### config.mk
export PLATFORM = sky130hd
export DESIGN_NAME = fxp_mul_pipe_flat
export DESIGN_NICKNAME = d
export VERILOG_FILES = /design/src/rtl/fxp_mul_pipe_if.sv /design/src/rtl/fxp_mul_pipe.sv /design/src/flat_wrapper.sv
export SDC_FILE = /design/constraint.sdc
export NUM_CORES = 1
export LEC_CHECK = 0
export BUFFER_PORTS_ARGS = -buffer_cell sky130_fd_sc_hd__buf_4
export CAP_MARGIN = 20
export CORE_ASPECT_RATIO = 0.9
export CORE_UTILIZATION = 45
export DETAILED_ROUTE_END_ITERATION = 12
export PLACE_DENSITY = 0.64
export SYNTH_ARGS = -nofsm -noshare
export SYNTH_HDL_FRONTEND = slang
export SYNTH_SLANG_ARGS = --single-unit
### constraint.sdc
create_clock -name i_clk -period 7.31 [get_ports i_clk]
set_clock_uncertainty 0.15 [all_clocks]
set_input_delay 0.731 -clock i_clk [delete_from_list [all_inputs] [get_ports i_clk]]
set_output_delay 0.731 -clock i_clk [all_outputs]
set_load 0.02 [all_outputs]
### src/rtl/fxp_mul_pipe_if.sv
`default_nettype none
// ============================================================================
//  Module   : fxp_mul_pipe_if
//  Purpose  : Sample/mode/result bundle of the pipelined fixed-point multiplier.
//             The master drives operands and modes; the slave returns results.
//  Revision : 1.0  initial release
// ============================================================================
interface fxp_mul_pipe_if #(
  parameter int NB_A   = 16,
  parameter int NB_B   = 12,
  parameter int NB_OUT = 9,
  parameter int NB_CNT = 16
);
  logic                   i_valid;
  logic [NB_A-1:0]        i_A;
  logic [NB_B-1:0]        i_B;
  logic                   i_round;
  logic                   i_sat;
  logic                   i_clr_cnt;
  logic                   o_valid;
  logic [NB_A+NB_B-1:0]   o_full;
  logic [NB_OUT-1:0]      o_q;
  logic                   o_ovf;
  logic [NB_CNT-1:0]      o_ovf_cnt;

  modport master (
    output i_valid, i_A, i_B, i_round, i_sat, i_clr_cnt,
    input  o_valid, o_full, o_q, o_ovf, o_ovf_cnt
  );

  modport slave (
    input  i_valid, i_A, i_B, i_round, i_sat, i_clr_cnt,
    output o_valid, o_full, o_q, o_ovf, o_ovf_cnt
  );
endinterface
`default_nettype wire

### src/rtl/fxp_mul_pipe.sv
`default_nettype none
// ============================================================================
//  Module   : fxp_mul_pipe
//  Purpose  : Three-stage signed fixed-point multiplier S(NB_A,NBF_A) x
//             S(NB_B,NBF_B) with per-sample truncate/round and wrap/saturate
//             modes, an overflow flag and a saturating overflow-event counter.
//  Revision : 1.0  initial release
// ============================================================================
module fxp_mul_pipe #(
  parameter int NB_A    = 16,
  parameter int NBF_A   = 14,
  parameter int NB_B    = 12,
  parameter int NBF_B   = 11,
  parameter int NB_OUT  = 9,
  parameter int NBF_OUT = 8,
  parameter int NB_CNT  = 16
) (
  input  wire logic     i_clk,
  input  wire logic     i_rst_n,
  fxp_mul_pipe_if.slave bus
);

  // Full-precision product format and the number of dropped LSBs.
  localparam int NB_P  = NB_A + NB_B;
  localparam int NBF_P = NBF_A + NBF_B;
  localparam int D     = NBF_P - NBF_OUT;
  // Quantised intermediate keeps one guard bit above the product so the
  // rounding increment can never wrap before the range check.
  localparam int NB_I  = NB_P + 1 - D;

  localparam logic [NB_OUT-1:0] C_Q_MAX   = {1'b0, {(NB_OUT-1){1'b1}}};
  localparam logic [NB_OUT-1:0] C_Q_MIN   = {1'b1, {(NB_OUT-1){1'b0}}};
  localparam logic [NB_CNT-1:0] C_CNT_MAX = {NB_CNT{1'b1}};
  localparam logic [NB_CNT-1:0] C_CNT_ONE = {{(NB_CNT-1){1'b0}}, 1'b1};

  // Stage 1: operand and mode capture.
  logic [NB_A-1:0] r_s1_a;
  logic [NB_B-1:0] r_s1_b;
  logic            r_s1_round;
  logic            r_s1_sat;
  logic            r_s1_valid;

  // Stage 2: full product plus travelling modes.
  logic [NB_P-1:0] r_s2_prod;
  logic            r_s2_round;
  logic            r_s2_sat;
  logic            r_s2_valid;

  // Stage 3: quantised outputs.
  logic              r_valid;
  logic [NB_P-1:0]   r_full;
  logic [NB_OUT-1:0] r_q;
  logic              r_ovf;
  logic [NB_CNT-1:0] r_ovf_cnt;

  // Combinational datapath signals.
  logic [NB_P-1:0]   w_a_ext;
  logic [NB_P-1:0]   w_b_ext;
  logic [NB_P-1:0]   w_prod;
  logic [NB_P:0]     w_prod_ext;
  logic [NB_I-1:0]   w_int;
  logic              w_ovf;
  logic [NB_OUT-1:0] w_q;
  logic              w_event;

  // Capture operands and modes every cycle; only the valid bit is qualified.
  always_ff @(posedge i_clk or negedge i_rst_n) begin
    if (!i_rst_n) begin
      r_s1_a     <= '0;
      r_s1_b     <= '0;
      r_s1_round <= 1'b0;
      r_s1_sat   <= 1'b0;
      r_s1_valid <= 1'b0;
    end else begin
      r_s1_a     <= bus.i_A;
      r_s1_b     <= bus.i_B;
      r_s1_round <= bus.i_round;
      r_s1_sat   <= bus.i_sat;
      r_s1_valid <= bus.i_valid;
    end
  end

  // Both operands are sign-extended to the product width so the multiply is
  // a same-width signed operation; -2^(NB_A-1) * -2^(NB_B-1) still fits.
  assign w_a_ext = {{NB_B{r_s1_a[NB_A-1]}}, r_s1_a};
  assign w_b_ext = {{NB_A{r_s1_b[NB_B-1]}}, r_s1_b};
  assign w_prod  = $signed(w_a_ext) * $signed(w_b_ext);

  // Register the full-precision product alongside its modes.
  always_ff @(posedge i_clk or negedge i_rst_n) begin
    if (!i_rst_n) begin
      r_s2_prod  <= '0;
      r_s2_round <= 1'b0;
      r_s2_sat   <= 1'b0;
      r_s2_valid <= 1'b0;
    end else begin
      r_s2_prod  <= w_prod;
      r_s2_round <= r_s1_round;
      r_s2_sat   <= r_s1_sat;
      r_s2_valid <= r_s1_valid;
    end
  end

  assign w_prod_ext = {r_s2_prod[NB_P-1], r_s2_prod};

  // Dropping the low D bits of a two's-complement value is a floor shift;
  // rounding half up is the same shift after adding half an output LSB.
  generate
    if (D > 0) begin : g_round
      localparam logic [NB_P:0] C_HALF = (NB_P+1)'(1) << (D - 1);
      logic [NB_P:0] w_biased;
      logic          w_unused_lsbs;
      assign w_biased      = w_prod_ext + (r_s2_round ? C_HALF : '0);
      assign w_int         = w_biased[NB_P:D];
      assign w_unused_lsbs = ^w_biased[D-1:0];
    end else begin : g_no_round
      assign w_int = w_prod_ext;
    end
  endgenerate

  // In range only if every bit above the output sign bit equals it.
  assign w_ovf = !((&w_int[NB_I-1:NB_OUT-1]) || !(|w_int[NB_I-1:NB_OUT-1]));

  // Saturate picks the rail on the side of the true sign; wrap keeps low bits.
  always_comb begin
    w_q = w_int[NB_OUT-1:0];
    if (w_ovf && r_s2_sat) begin
      w_q = w_int[NB_I-1] ? C_Q_MIN : C_Q_MAX;
    end
  end

  assign w_event = r_s2_valid && w_ovf;

  // Output stage; the overflow flag is only meaningful on valid samples.
  always_ff @(posedge i_clk or negedge i_rst_n) begin
    if (!i_rst_n) begin
      r_valid <= 1'b0;
      r_full  <= '0;
      r_q     <= '0;
      r_ovf   <= 1'b0;
    end else begin
      r_valid <= r_s2_valid;
      r_full  <= r_s2_prod;
      r_q     <= w_q;
      r_ovf   <= w_event;
    end
  end

  // Overflow-event counter: a clear that coincides with an event keeps that
  // event, so no overflow is ever lost across a clear.
  always_ff @(posedge i_clk or negedge i_rst_n) begin
    if (!i_rst_n) begin
      r_ovf_cnt <= '0;
    end else if (bus.i_clr_cnt) begin
      r_ovf_cnt <= w_event ? C_CNT_ONE : '0;
    end else if (w_event && (r_ovf_cnt != C_CNT_MAX)) begin
      r_ovf_cnt <= r_ovf_cnt + C_CNT_ONE;
    end
  end

  assign bus.o_valid   = r_valid;
  assign bus.o_full    = r_full;
  assign bus.o_q       = r_q;
  assign bus.o_ovf     = r_ovf;
  assign bus.o_ovf_cnt = r_ovf_cnt;

endmodule
`default_nettype wire

### src/flat_wrapper.sv
// flat-port wrapper written by rule: the top's interface ports become plain ports
module fxp_mul_pipe_flat 
#(
  parameter int NB_A    = 16,
  parameter int NBF_A   = 14,
  parameter int NB_B    = 12,
  parameter int NBF_B   = 11,
  parameter int NB_OUT  = 9,
  parameter int NBF_OUT = 8,
  parameter int NB_CNT  = 16
)
  (i_clk, i_rst_n, bus_i_valid, bus_i_A, bus_i_B, bus_i_round, bus_i_sat, bus_i_clr_cnt, bus_o_valid, bus_o_full, bus_o_q, bus_o_ovf, bus_o_ovf_cnt);
  fxp_mul_pipe_if #(.NB_A(NB_A), .NB_B(NB_B), .NB_OUT(NB_OUT), .NB_CNT(NB_CNT)) bus_i ();
  input  wire logic i_clk;
  input  wire logic i_rst_n;
  input wire logic [$bits(bus_i.i_valid)-1:0] bus_i_valid;
  input wire logic [$bits(bus_i.i_A)-1:0] bus_i_A;
  input wire logic [$bits(bus_i.i_B)-1:0] bus_i_B;
  input wire logic [$bits(bus_i.i_round)-1:0] bus_i_round;
  input wire logic [$bits(bus_i.i_sat)-1:0] bus_i_sat;
  input wire logic [$bits(bus_i.i_clr_cnt)-1:0] bus_i_clr_cnt;
  output wire logic [$bits(bus_i.o_valid)-1:0] bus_o_valid;
  output wire logic [$bits(bus_i.o_full)-1:0] bus_o_full;
  output wire logic [$bits(bus_i.o_q)-1:0] bus_o_q;
  output wire logic [$bits(bus_i.o_ovf)-1:0] bus_o_ovf;
  output wire logic [$bits(bus_i.o_ovf_cnt)-1:0] bus_o_ovf_cnt;
  assign bus_i.i_valid = bus_i_valid;
  assign bus_i.i_A = bus_i_A;
  assign bus_i.i_B = bus_i_B;
  assign bus_i.i_round = bus_i_round;
  assign bus_i.i_sat = bus_i_sat;
  assign bus_i.i_clr_cnt = bus_i_clr_cnt;
  assign bus_o_valid = bus_i.o_valid;
  assign bus_o_full = bus_i.o_full;
  assign bus_o_q = bus_i.o_q;
  assign bus_o_ovf = bus_i.o_ovf;
  assign bus_o_ovf_cnt = bus_i.o_ovf_cnt;
  fxp_mul_pipe #(.NB_A(NB_A), .NBF_A(NBF_A), .NB_B(NB_B), .NBF_B(NBF_B), .NB_OUT(NB_OUT), .NBF_OUT(NBF_OUT), .NB_CNT(NB_CNT)) u_core (.i_clk(i_clk), .i_rst_n(i_rst_n), .bus(bus_i));
endmodule
==> results of run 1 <==
[worst max path at each step]
stage | endpoint | start | cells after the start | slack (ps)
CTS | u_core.r_s2_prod[26] | u_core.r_s1_b[5] | 17 | 1200
global placement | u_core.r_s2_prod[27] | u_core.r_s1_b[6] | 17 | 1340
global route | u_core.r_s2_prod[26] | u_core.r_s1_b[5] | 17 | 730
floorplan | u_core.r_s2_prod[26] | u_core.r_s1_b[6] | 18 | 1950
detailed placement | u_core.r_s2_prod[26] | u_core.r_s1_b[5] | 16 | 1260
finish | u_core.r_s2_prod[26] | u_core.r_s1_b[5] | 17 | 1180
[Yosys cell counts (2+ instances only)]
cell,instances,area (µm²)
or3_1,2,12.5
clkbuf_1,29,109
nand2_1,127,477
buf_1,2,7.51
a311oi_1,2,17.5
ha_1,61,763
and2_1,63,394
inv_1,218,818
dfrtp_1,117,2930
o21ai_0,23,115
nand4_1,10,62.6
nand2b_1,7,43.8
and4_1,4,35.0
xor2_1,25,219
nor3_1,4,20.0
and3_1,8,50.1
a31oi_1,4,25.0
fa_1,178,3560
xnor2_1,25,219
buf_6,2,22.5
nor2_1,38,143
a21oi_1,26,130
o2111a_1,2,22.5
a211oi_1,3,22.5
a211o_1,4,35.0
nor2b_1,3,18.8
a21o_1,6,45.0
nand3_1,16,80.1
[layout make-up]
type	count	area share [%]
tap	297	3.07
clock buffer	19	3.74
multi-input combinational	656	54.9
timing repair buffer	93	5.76
inverter	218	6.75
clock inverter	13	1.61
sequential	117	24.2
[routing by layer]
layer	wire, µm	up-vias	track usage (%)
li1	-	3255	-
met1	9950	3624	27.7
met2	10700	186	33.2
met3	1080	29	3.84
met4	471	0	6.96
met5	0	-	0
[power groups by stage]
stage	clock [W]	combinational (W)	sequential, W
after floorplan	0	0.00292	0.00113
after global placement	0	0.00384	0.00105
after detailed placement	0	0.00390	0.00105
after CTS	0.000962	0.00394	0.00104
after global routing	0.000988	0.00445	0.00106
final	0.000938	0.00388	0.00104
[metrics by stage]
stage / power, W / hold WS [ps] / std cells
2_1_floorplan: 0.00405 / 181 / 1024
3_3_place_gp: 0.00489 / 183 / 1381
3_5_place_dp: 0.00495 / 186 / 1381
4_1_cts: 0.00594 / 182 / 1413
5_1_grt: 0.00650 / 200 / 1413
6_report: 0.00585 / 166 / 1413
[worst max-delay path: cells and delay by family (launching register included)]
kind / cells / cell delay [ps]
AOI/OAI and AO/OA: 5 / 1620
xor gates and xnor gates: 1 / 170
adders and majority gates: 6 / 2940
buffers and inverters: 3 / 140
DFF: 1 / 780
and+or+nand+nor: 2 / 250
[cell usage in the layout (no fill, tap or decap), drive strengths merged, types with 2 or more instances in the layout]
master / n
or3: 2
xor2: 25
nand2b: 7
clkbuf: 19
o41ai: 2
nand4: 11
bufinv: 4
nor2: 38
xnor2: 25
a211oi: 3
and2: 63
a21oi: 26
clkinv: 2
ha: 61
o21ai: 24
a21o: 6
a211o: 4
nor3: 4
a311oi: 2
and3: 8
o2111a: 2
buf: 93
and4: 5
nor2b: 3
a31oi: 4
nand2: 128
clkinvlp: 3
inv: 222
nand3: 16
dfrtp: 117
fa: 178
[flip-flops by register name, indices dropped and copies added (netlist names)]
name,cells
u_core.r_s2_sat,1
u_core.bus.o_q,9
u_core.bus.o_valid,1
u_core.r_s2_valid,1
u_core.r_s2_round,1
u_core.r_s1_round,1
u_core.bus.o_full,28
u_core.r_s1_valid,1
u_core.bus.o_ovf,1
u_core.r_s1_a,16
u_core.r_s1_b,12
u_core.r_s2_prod,28
u_core.r_s1_sat,1
u_core.bus.o_ovf_cnt,16
[cell families (layout without fill, tap and decap cells)]
| group | Yosys count | after routing | share of synthesized area (%) |
|---|---|---|---|
| AO/OA/AOI/OAI | 81 | 81 | 4.84 |
| XOR/XNOR | 50 | 50 | 4.16 |
| adder cells (fa/ha/maj) | 239 | 239 | 41.1 |
| buffers and inverters | 251 | 343 | 9.08 |
| flip-flops | 117 | 117 | 27.8 |
| AND/OR/NAND/NOR | 286 | 286 | 13.1 |
==> results.ini, run 1 <==
[run_status]
status=finished, final reports clean

[setup_path]
cp-end-kind=register
critPathRequiredTime_ps=7510
r2r-end=u_core.r_s2_prod[26]
reg2reg_depth=17
cpMaxStageDelayCell=dfrtp_1
critPathArrivalTime_ps=6330
critical_path.most_common_cell=fa_1
max_stage_delay_ps=780
start_kind=register
critPathMaxFanout=16
path_class=reg -> reg
r2r-start=u_core.r_s1_b[5]
path_cells=nand2_1 > fa_1 > fa_1 > fa_1 > inv_1 > fa_1 > inv_1 > fa_1 > inv_1 > ha_1 > nor2_1 > o21ai_0 > o41ai_2 > a211oi_1 > o21ai_0 > a311oi_1 > xor2_1
rrSetupSlack_ps=1180

[logic_synthesis]
synth_flop_cell=dfrtp_1
ys_ff_latch=117
syn-cell-area_mm2=0.0105
syn_inst=1024
yosysSeqAreaShare_pct=27.8
avgSynthCellArea_um2=10.3
ys_types=43
synthArstFlopShare_pct=100
synth-edff-count=0
yosys_warnings=0
synth_nets=1297

[floorplan]
dieArea_mm2=0.0240
ioPinCount=89
die_w_um=163
start_util_pct=46.4
core-area_mm2=0.0227
die_h_um=147
placementRows=52

[clock_network]
root_buffer=clkbuf_16
ctsHoldBuffers=0
clkTransAtPathRegs_ps=60
clockBufferDepth=2
post_cts_resized=0
htreeDepth=4
post_cts_buffers=0
clock_sinks=117
cts_inserted_buffers=17
clk_latency_ps=420
cts_tree=done

[placed_design]
place.gp.congestion=0.817
dp_slack_ps=1260
hpwl_mm=16.9
placed_cell_area_mm2=0.0115
portBuffers=88

[timing]
hold_viol=0
final_max_slew_viol_count=0
finalSetupViolations=0
fin_setup_tns_ps=0
relSlewSlack_pct=37.7
fin_crit_ps=6130
layout_setup_ws_ps=1180
rsz0062_at_grt=false
max_freq_mhz=163
worstMarginPinSlew_ps=935
period_share_pct=83.8

[global_routing]
grt_pass1_wl_mm=37.6
track_usage_pct=20.5
grt_pass1_vias=7646
antenna_found_initial=0
grt-ovfl-total=0
grt_max_degree=73

[hold_path]
hp-class=in -> async

[finish]
syn_to_final_growth_pct=15.0
finish.utilization_pct=53.4
seq_area_mm2=0.00293
multi_input_area_mm2=0.00665
design_area_mm2=0.0121
layout-drive-gt1-share_pct=11.6
n_fill_cell=2062
nNetsFinal=1376
antenna-diode-count=0

[drt]
vias_per_cell=5.02
avgRoutedWirePerCell_um=15.7
drc=0
ant_nets=0
vias=7094
wl_mm=22.2
drtPass1Iterations=5
drt_iter0_drc=399

[power]
clockPowerShare_pct=16.0
p_comb_share_pct=66.2
p_switching_w=0.00264
power.internal_w=0.00321
seqPwrFrac_pct=17.7
peakVddDrop_v=0.000390
p_per_area_mw_per_mm2=483
p_leak_nw=6.09
switching_share_pct=45.2

[run]
drv_cap=0

No activity file was read; power rests on OpenSTA's default activity.
==> run 2: changes to the inputs <==
--- a/config.mk
+++ b/config.mk
@@ -10,7 +10,7 @@
 export CORE_ASPECT_RATIO = 0.9
 export CORE_UTILIZATION = 45
 export DETAILED_ROUTE_END_ITERATION = 12
-export PLACE_DENSITY = 0.64
+export PLACE_DENSITY = 0.66
 export SYNTH_ARGS = -nofsm -noshare
 export SYNTH_HDL_FRONTEND = slang
 export SYNTH_SLANG_ARGS = --single-unit
==> constraint.sdc (replaced) <==
create_clock -name i_clk -period 4.9 [get_ports i_clk]
set_clock_uncertainty 0.15 [all_clocks]
set_input_delay 0.49 -clock i_clk [delete_from_list [all_inputs] [get_ports i_clk]]
set_output_delay 0.49 -clock i_clk [all_outputs]
set_load 0.02 [all_outputs]
==> run 2 against run 1 <==
  * The flow now finishes with violations (negative setup slack)
  * Final cell count up 9.6%
  * First-iteration DRC count fell by 12%
  * Core utilization increased by 6.6 points
  * Final area rose by 12%
  * Critical path depth did not move
  * Clock-buffer cell count unchanged
  * Register-to-register slack lost 1500 ps
  * Critical endpoint unchanged
  * Wire length rose by 6.2%
==> results.ini, run 2 (same netlist as run 1, synthesis figures left out) <==
[finish]
final_cell_mix=inv_1 (210), buf_4 (208), fa_1 (175), nand2_1 (123), dfrtp_1 (103)
antenna-diode-count=0  ; unchanged
layout_commonest_cell=inv_1
layout-drive-gt1-share_pct=27.4  ; +16 points
nNetsFinal=1511  ; +9.8%
syn_to_final_growth_pct=29.1

[floorplan]
die_h_um=147  ; unchanged
core-area_mm2=0.0227  ; unchanged
placementRows=52  ; unchanged
dieArea_mm2=0.0240  ; unchanged
start_util_pct=46.4  ; unchanged
ioPinCount=89  ; unchanged
die_w_um=163  ; unchanged

[timing]
hold_viol=0  ; unchanged
worstMarginPinSlew_ps=783  ; -152 ps
fin_crit_ps=5200  ; -930 ps
rsz0062_at_grt=true
relSlewSlack_pct=47.8  ; +10 points
final_max_slew_viol_count=0  ; unchanged
fin_setup_tns_ps=-2150  ; -2150 ps
finalSetupViolations=12  ; +12
layout_setup_ws_ps=-295  ; -1480 ps
period_share_pct=106  ; +22 points
max_freq_mhz=192  ; +18%

[global_routing]
grt_max_degree=62  ; -15%
grt_pass1_vias=8029  ; +5.0%
grt_pass1_wl_mm=39.7  ; +5.5%
track_usage_pct=21.5  ; +0.97 points
grt-ovfl-total=0  ; unchanged
antenna_found_initial=1  ; +1

[setup_path]
worstPathBufferInverterCount=4  ; +1
cp_top_family=adder cells
critPathRequiredTime_ps=5050  ; -2460 ps
path_cells=and2_4 > fa_1 > inv_1 > fa_1 > fa_1 > inv_2 > fa_1 > inv_2 > fa_1 > inv_2 > ha_4 > a211o_1 > o41ai_4 > a211oi_4 > o21ai_2 > a311oi_2 > xor2_1
r2r-start=u_core.r_s1_b[0]
critPathArrivalTime_ps=5340  ; -990 ps
max_stage_delay_ps=550  ; -230 ps
r2r-end=u_core.r_s2_prod[26]
cpMaxStageDelayCell=fa_1
reg2reg_depth=17  ; unchanged
start_kind=register
critical_path.most_common_cell=fa_1
cp-end-kind=register
path_class=reg -> reg
critPathMaxFanout=3  ; -13
rrSetupSlack_ps=-300  ; -1480 ps

[placed_design]
place.gp.congestion=0.862  ; +5.5%
dp_slack_ps=-493  ; -1760 ps
hpwl_mm=18.6  ; +10%
portBuffers=88  ; unchanged

[drt]
ant_nets=0  ; unchanged
vias_per_cell=4.88  ; -2.9%
avgRoutedWirePerCell_um=15.2  ; -3.0%
drt_iter0_drc=353  ; -12%
drc=0  ; unchanged
vias=7549  ; +6.4%
wl_mm=23.6  ; +6.2%
drtPass1Iterations=5  ; unchanged

[clock_network]
cts_inserted_buffers=17  ; unchanged
cts_tree=done
clock_sinks=117  ; unchanged
clockBufferDepth=2  ; unchanged
clkTransAtPathRegs_ps=60  ; about the same
htreeDepth=4  ; unchanged
root_buffer=clkbuf_16
clk_latency_ps=420  ; about the same

[hold_path]
hold_depth=1
hold_end=u_core.r_s1_a[4]
min_from=bus_i_A[4]
hp-class=in -> reg

[run_status]
status=finished with violations
violations=negative setup slack

[run]
drv_cap=0  ; unchanged

## run 2: cell count changes in the layout (fill, tap and decap cells not counted), moves of 5 or more
cell	previous run	this run
buf_4	93	208
a21oi_1	26	12
buf_6	0	14
dfrtp_1	117	103
dfrtp_2	0	14
ha_1	61	48
a21oi_2	0	12
ha_4	0	12
inv_1	218	210
inv_2	0	8
o21ai_0	23	17
and2_1	63	58
and2_4	0	5
buf_12	0	5
## run 2: how the worst max path moves through the flow
stage / startpoint / end / slack (ps) / cells past startpoint
2_1_floorplan: u_core.r_s1_a[11] / u_core.r_s2_prod[26] / -90 / 18
3_3_place_gp: u_core.r_s1_b[5] / u_core.r_s2_prod[26] / -470 / 18
3_5_place_dp: u_core.r_s1_b[5] / u_core.r_s2_prod[26] / -490 / 18
4_1_cts: u_core.r_s1_a[9] / u_core.r_s2_prod[18] / -290 / 17
5_1_grt: u_core.r_s1_a[7] / u_core.r_s2_prod[26] / -490 / 18
6_report: u_core.r_s1_b[0] / u_core.r_s2_prod[26] / -300 / 17
## run 2: cell type report
cell class	instances	area [µm²]
clock buffer	19	453
multi-input combinational	656	7040
inverter	218	818
clock inverter	13	146
tap	297	372
sequential	117	2950
timing repair buffer	228	1830
fill	1900	9100
## run 2: per-layer routing
| metal | share of wire [%] | global-route usage, % | vias to the layer above |
|---|---|---|---|
| li1 | - | - | 3527 |
| met1 | 46 | 30.5 | 3802 |
| met2 | 46 | 33.1 | 193 |
| met3 | 6.1 | 5.14 | 27 |
| met4 | 1.4 | 5.79 | 0 |
| met5 | 0 | 0 | - |
## run 2: through the flow
stage	std cells	util [%]	hold slack (ps)	area, µm²
6_report	1548	59.9	18.2	13600
5_1_grt	1548	59.9	0.627	13600
4_1_cts	1539	58.9	2.86	13400
3_5_place_dp	1492	55.1	186	12500
3_3_place_gp	1492	55.1	182	12500
2_1_floorplan	1024	-	44.4	10800
## run 2: timing repair
item                                    4_1_cts  5_1_grt
setup buffers                                14        9
pin swaps                                    19       32
resized for setup                            35       42
endpoints found under the setup margin       14       16
hold buffers                                  1        0
hold endpoints to repair                     17        0
Power of run 2 is left out: the tool's default activity adds up to more than one toggle a clock period on the data nets, which glitch-free logic cannot reach.
